$ cat src/rtl/instr_queue.sv
// Instruction queue between fetch and decode: a circular FIFO of {pc, instr}.
// Ports: clk, reset (sync, active-high); push side in_valid/in_pc/in_instr/in_ready;
// pop side out_valid/out_pc/out_instr/out_op/out_ready; flush clears; count = occupancy.
module instr_queue #(
  parameter int DEPTH = 8
) (
  input  logic                     clk,
  input  logic                     reset,
  input  logic                     in_valid,
  input  logic [31:0]              in_pc,
  input  logic [31:0]              in_instr,
  output logic                     in_ready,
  output logic                     out_valid,
  output logic [31:0]              out_pc,
  output logic [31:0]              out_instr,
  output logic [5:0]               out_op,
  input  logic                     out_ready,
  input  logic                     flush,
  output logic [$clog2(DEPTH):0]   count
);

  localparam int AW = $clog2(DEPTH);
  localparam int CW = AW + 1;

  logic [31:0]   pc_q    [DEPTH];
  logic [31:0]   instr_q [DEPTH];
  logic [AW-1:0] head_q, head_d;
  logic [AW-1:0] tail_q, tail_d;
  logic [CW-1:0] count_q, count_d;
  logic          push, pop;

  // Ready/valid come only from registered occupancy, so a
  // same-cycle pop never opens a slot for a push.
  assign in_ready  = count_q < CW'(DEPTH);
  assign out_valid = count_q != '0;
  assign count     = count_q;

  assign out_pc    = pc_q[head_q];
  assign out_instr = instr_q[head_q];
  assign out_op    = instr_q[head_q][31:26];

  assign push = in_valid && in_ready && !flush;
  assign pop  = out_valid && out_ready && !flush;

  always_comb begin
    head_d  = head_q;
    tail_d  = tail_q;
    count_d = count_q;
    if (flush) begin
      head_d  = '0;
      tail_d  = '0;
      count_d = '0;
    end else begin
      if (push) tail_d = tail_q + 1'b1;
      if (pop)  head_d = head_q + 1'b1;
      unique case ({push, pop})
        2'b10:   count_d = count_q + 1'b1;
        2'b01:   count_d = count_q - 1'b1;
        default: count_d = count_q;
      endcase
    end
  end

  always_ff @(posedge clk) begin
    if (reset) begin
      head_q  <= '0;
      tail_q  <= '0;
      count_q <= '0;
    end else begin
      head_q  <= head_d;
      tail_q  <= tail_d;
      count_q <= count_d;
    end
  end

  // Storage is cleared on reset so the head read is never X.
  always_ff @(posedge clk) begin
    if (reset) begin
      for (int i = 0; i < DEPTH; i++) begin
        pc_q[i]    <= '0;
        instr_q[i] <= '0;
      end
    end else if (push) begin
      pc_q[tail_q]    <= in_pc;
      instr_q[tail_q] <= in_instr;
    end
  end

endmodule
$ cat config.mk
export PLATFORM = sky130hd
export DESIGN_NAME = instr_queue
export DESIGN_NICKNAME = d
export VERILOG_FILES = /design/src/rtl/instr_queue.sv
export SDC_FILE = /design/constraint.sdc
export NUM_CORES = 1
export LEC_CHECK = 0
export CAP_MARGIN = 20
export CORE_MARGIN = 2
export CORE_UTILIZATION = 30
export DETAILED_ROUTE_END_ITERATION = 16
export GPL_ROUTABILITY_DRIVEN = 0
export GPL_TIMING_DRIVEN = 1
export PLACE_DENSITY_LB_ADDON = 0.05
export SLEW_MARGIN = 20
export SYNTH_ARGS = -nofsm -noshare
export SYNTH_HDL_FRONTEND = slang
export SYNTH_SLANG_ARGS = --single-unit
$ cat constraint.sdc
create_clock -name clk -period 6.3 [get_ports clk]
set_input_delay 0.945 -clock clk [delete_from_list [all_inputs] [get_ports clk]]
set_output_delay 0.945 -clock clk [all_outputs]
set_load 0.1 [all_outputs]
## Yosys cells after proc, flatten, opt, wreduce, memory -nomap -nowiden

Memories as Yosys holds them, arrays and structs flattened. A register that Yosys moved wholly into a read port is not among the register bits.
Cells that the tools add are included.

- Word-level logic and storage cells: 38
- RAM bits: 512
- Input port bits: 69
- Output and inout port bits: 76
- Register bits: 10
- Memories: 2

Memories:

| memory | depth | bits a word | read ports | clocked after Yosys merged registers in | write ports | RTL line | RTL |
|---|---|---|---|---|---|---|---|
| instr_q | 8 | 32 | 1 | 1 | 8 | 26 | `logic [31:0] instr_q [DEPTH];` |
| pc_q | 8 | 32 | 1 | 1 | 8 | 25 | `logic [31:0] pc_q [DEPTH];` |

- $add $sub $neg: 4
- Mux-type cells: 16
- Magnitude comparators: 1
- Reduce and logical (&&, ||, !) cells: 10
- Eq/ne operators: 2

Operators by type and width:

| cell | number |
|---|---|
| $mux W32 | 2 |
| $reduce_or A32 Y1 | 2 |
| $mux W3 | 6 |
| $pmux W4 S2 | 1 |
| $mux W1 | 7 |
| $add A3 B1 Y3 const B | 2 |
| $add A4 B1 Y4 const B | 1 |
| $logic_and A1 B1 Y1 | 4 |
| $lt A4 B4 Y1 const B | 1 |
| $reduce_bool A4 Y1 | 1 |
| $sub A4 B1 Y4 const B | 1 |
| $eq A2 B1 Y1 const B | 1 |
| $eq A2 B2 Y1 const B | 1 |
| $reduce_bool A2 Y1 | 1 |
| $reduce_or A2 Y1 | 1 |
| $logic_not A1 Y1 | 1 |

## Depth between registers and ports, before layout

- Depth in word-level cells: 8
- Depth in mapped cells: 10

## Worst setup path before layout

No wires, ideal clock.

- Kind: input port to flip-flop
- Start point: input port flush
- End point: memory instr_q[0][0], enable pin
- Stages: 3
- Arrival time: 4.378 ns
- Buffers on the path: 0
- Library setup time: 0.499 ns
- Required time: 5.801 ns
- Path slack: 1.423 ns
- Cell sequence: nor3b_2 nand2_2 o21bai_1

RTL lines:

| what | RTL line | RTL |
|---|---|---|
| from (decl) | 18 | `input logic flush,` |
| to (decl) | 26 |  |

==> impl_metrics.csv <==
group,metric,value,unit
run_status,outcome,"completed",
yosys,synthAdderAreaFrac,0.00267,
setup_path,endpoint_kind,"primary output",
layout,layout.nets,1620,
global_route,grt_pass1_vias,13600,
yosys,syn_inst,1396,
sta,timing.fmax,0.214,GHz
yosys,synth_edf_count,512,
placement,placed_area,0.0261,mm²
yosys,synth_xor_area_frac,0.00261,
placement,port_buffers,144,
placement,hpwl,33900,µm
drt,drcViolationCount,0,
yosys,synth-seq-cells,525,
floorplan,pin_count,145,
setup_path,critPathBufInv,2,
power_and_ir_drop,power_leakage,0.00991,µW
setup_path,worst-path-max-fanout,45,
power_and_ir_drop,irDropWorstVdd,0.141,mV
clocking,clk_latency,580,ps
sta,finalHoldViolations,0,
drt,drtIter0Drc,766,
floorplan,initial_core_util,0.303,
clocking,ctsHoldBuffers,0,
global_route,grt_max_degree,76,
sta,max_slew_margin,0.222,
setup_path,critPathKind,"flop to primary output",
sta,worstMarginPinSlew,1160,ps
job,drv_cap,0,
floorplan,rows,102,
yosys,ys_warn_count,0,
layout,drive_above_1_share,0.212,
global_route,grt_pass1_wl,99600,µm
yosys,ys_seq_area_frac,0.667,
sta,rsz0062_at_grt,"no",
setup_path,critPathTopFamily,"buffers and inverters",
clocking,path_clk_slew,60,ps
setup_path,slowest_stage,"clkdlybuf4s50_1",
yosys,syn_area,0.0235,mm²
setup_path,critPathLaunchType,"flop",
yosys,syn-num-nets,1470,
clocking,cts-root-buf,"clkbuf_16",
sta,min_period,4670,ps
clocking,cts_tree,"built",
layout,synthToLayoutAreaGrowth,20.4,%
setup_path,path_cells,"buf_4 > mux4_2 > mux2_2 > clkdlybuf4s50_1",
floorplan,core,0.0775,mm²
sta,setup_tns,0,ps
sta,finalClockSkew,13.2,ps
drt,firstDrtPassIters,4,
clocking,cts_resized,0,
yosys,synth_compound_area_frac,0.00347,
floorplan,die-area,0.0804,mm²
setup_path,crit_required,5350,ps
yosys,synth.area.mux_share,0.155,
sta,drv_slew,0,
clocking,clock_sinks,525,
floorplan,die_w,284,µm
setup_path,slowest_delay,980,ps
drt,ant_nets,0,
yosys,syn_area_per_cell,16.8,µm²
yosys,ys_dominant_reg_cell,"edfxtp_1",
setup_path,crit_arrival,3720,ps
sta,setup_viol,0,
power_and_ir_drop,power.density,299,mW/mm²
clocking,cts_inserted_buffers,66,
clocking,postCtsSetupBuffers,0,
layout,design_area,0.0282,mm²
global_route,grt_antenna_before_repair,5,
clocking,htreeDepth,3,
yosys,ys_async_sr_fraction,0,
floorplan,fp.dieH,284,µm
drt,vias,12200,
drt,wl_per_cell,25.7,µm
yosys,synth_cell_types,39,
layout,layout_common_cells,"and2_1 (512), edfxtp_1 (512), clkdlybuf4s50_1 (144)",
worst_hold_path,hold_path.class,"flop to flop",
clocking,cts_max_path_buffers,3,
global_route,track_usage,0.172,
yosys,synth_simple_gate_area_frac,0.148,
sta,finalCritPeriodShare,0.741,
yosys,synth_top_family_by_area,"multiplexers",
drt,drt-total-wl,67800,µm
global_route,grt_overflow_total,0,
drt,viasPerCell,4.63,
power breakdown:
part | internal (µW) | total, µW | switching [µW] | leakage [µW]
Clock | 2350 | 3810 | 1470 | 0.00106
Combinational | 192 | 655 | 463 | 0.00344
Sequential | 3950 | 3990 | 33.3 | 0.00541
cell usage after synthesis (3+ instances only):
master / instances / area [µm²]
clkbuf_2: 16 / 80.1
mux4_2: 128 / 2880
or2_2: 5 / 31.3
clkbuf_1: 49 / 184
a21oi_1: 3 / 15.0
buf_2: 4 / 20.0
xor2_1: 5 / 43.8
dfxtp_1: 13 / 260
ha_1: 5 / 62.6
buf_4: 9 / 67.6
mux2_2: 64 / 721
edfxtp_1: 512 / 15400
and2_1: 512 / 3200
and3_1: 3 / 18.8
buf_1: 7 / 26.3
nand2_1: 4 / 15.0
nor2_1: 13 / 48.8
mux2i_1: 3 / 30.0
buf_6: 11 / 124
area by class of cell:
cell class | count | area, µm²
Fill cell | 7309 | 49200
Sequential cell | 525 | 15600
Multi-Input combinational cell | 773 | 7380
Clock buffer | 91 | 1900
Timing Repair Buffer | 178 | 1730
Tap cell | 1040 | 1300
Clock inverter | 23 | 258
Antenna cell | 4 | 10.0
Inverter | 2 | 7.51
layer usage:
layer  GRT usage  routed length (µm)  vias to the layer above
met5           0                  43                        -
met4      0.0419                1010                        6
met3      0.0289                2700                       82
met2       0.284               32900                      241
met1       0.236               31200                     6395
li1            -                   -                     5485
worst paths after layout:
kind | from | end | slack (ps) | cells after the start
min | head_q[2]$_SDFFE_PP0P_ | flop | 520 | 2
max | flop | out_pc[20] | 1630 | 4
min reg2reg | head_q[2]$_SDFFE_PP0P_ | flop | 520 | 2
max reg2reg | tail_q[1]$_SDFFE_PP0P_ | instr_q[7][16]$_SDFFCE_PN0P_ | 3560 | 3
metrics by stage:
| stage | hold WS, ps | setup WS [ps] | utilization | instances | total power (µW) |
|---|---|---|---|---|---|
| final | 522 | 1630 | 0.365 | 2636 | 8460 |
| after global routing | 550 | 1480 | 0.364 | 2632 | 8750 |
| after CTS | 524 | 1520 | 0.364 | 2632 | 8600 |
| after detailed placement | 509 | 2170 | 0.336 | 2518 | 4730 |
| after global placement | 500 | 2170 | 0.336 | 2518 | 4730 |
| after floorplan | 489 | 1420 | - | 1396 | 4470 |
worst reg2reg max path, stage by stage, from the launching register on:
cell and delay [ps]:
dfxtp_1 880, and3_2 350, or2_4 710, buf_4 470
state kept, by name, indices dropped and copies added, names as in the netlist, named ones only:
name     count
head_q       3
count        4
instr_q    256
pc_q       256
tail_q       3
kinds of logic after synthesis:
kind of cell,count (synthesis)
muxes,195
DFF,525
adders and majority gates,5
AOI/OAI and AO/OA,12
and+or+nand+nor,554
xor gates and xnor gates,7
buffers and inverters,98
No activity file was read; power rests on OpenSTA's default activity.
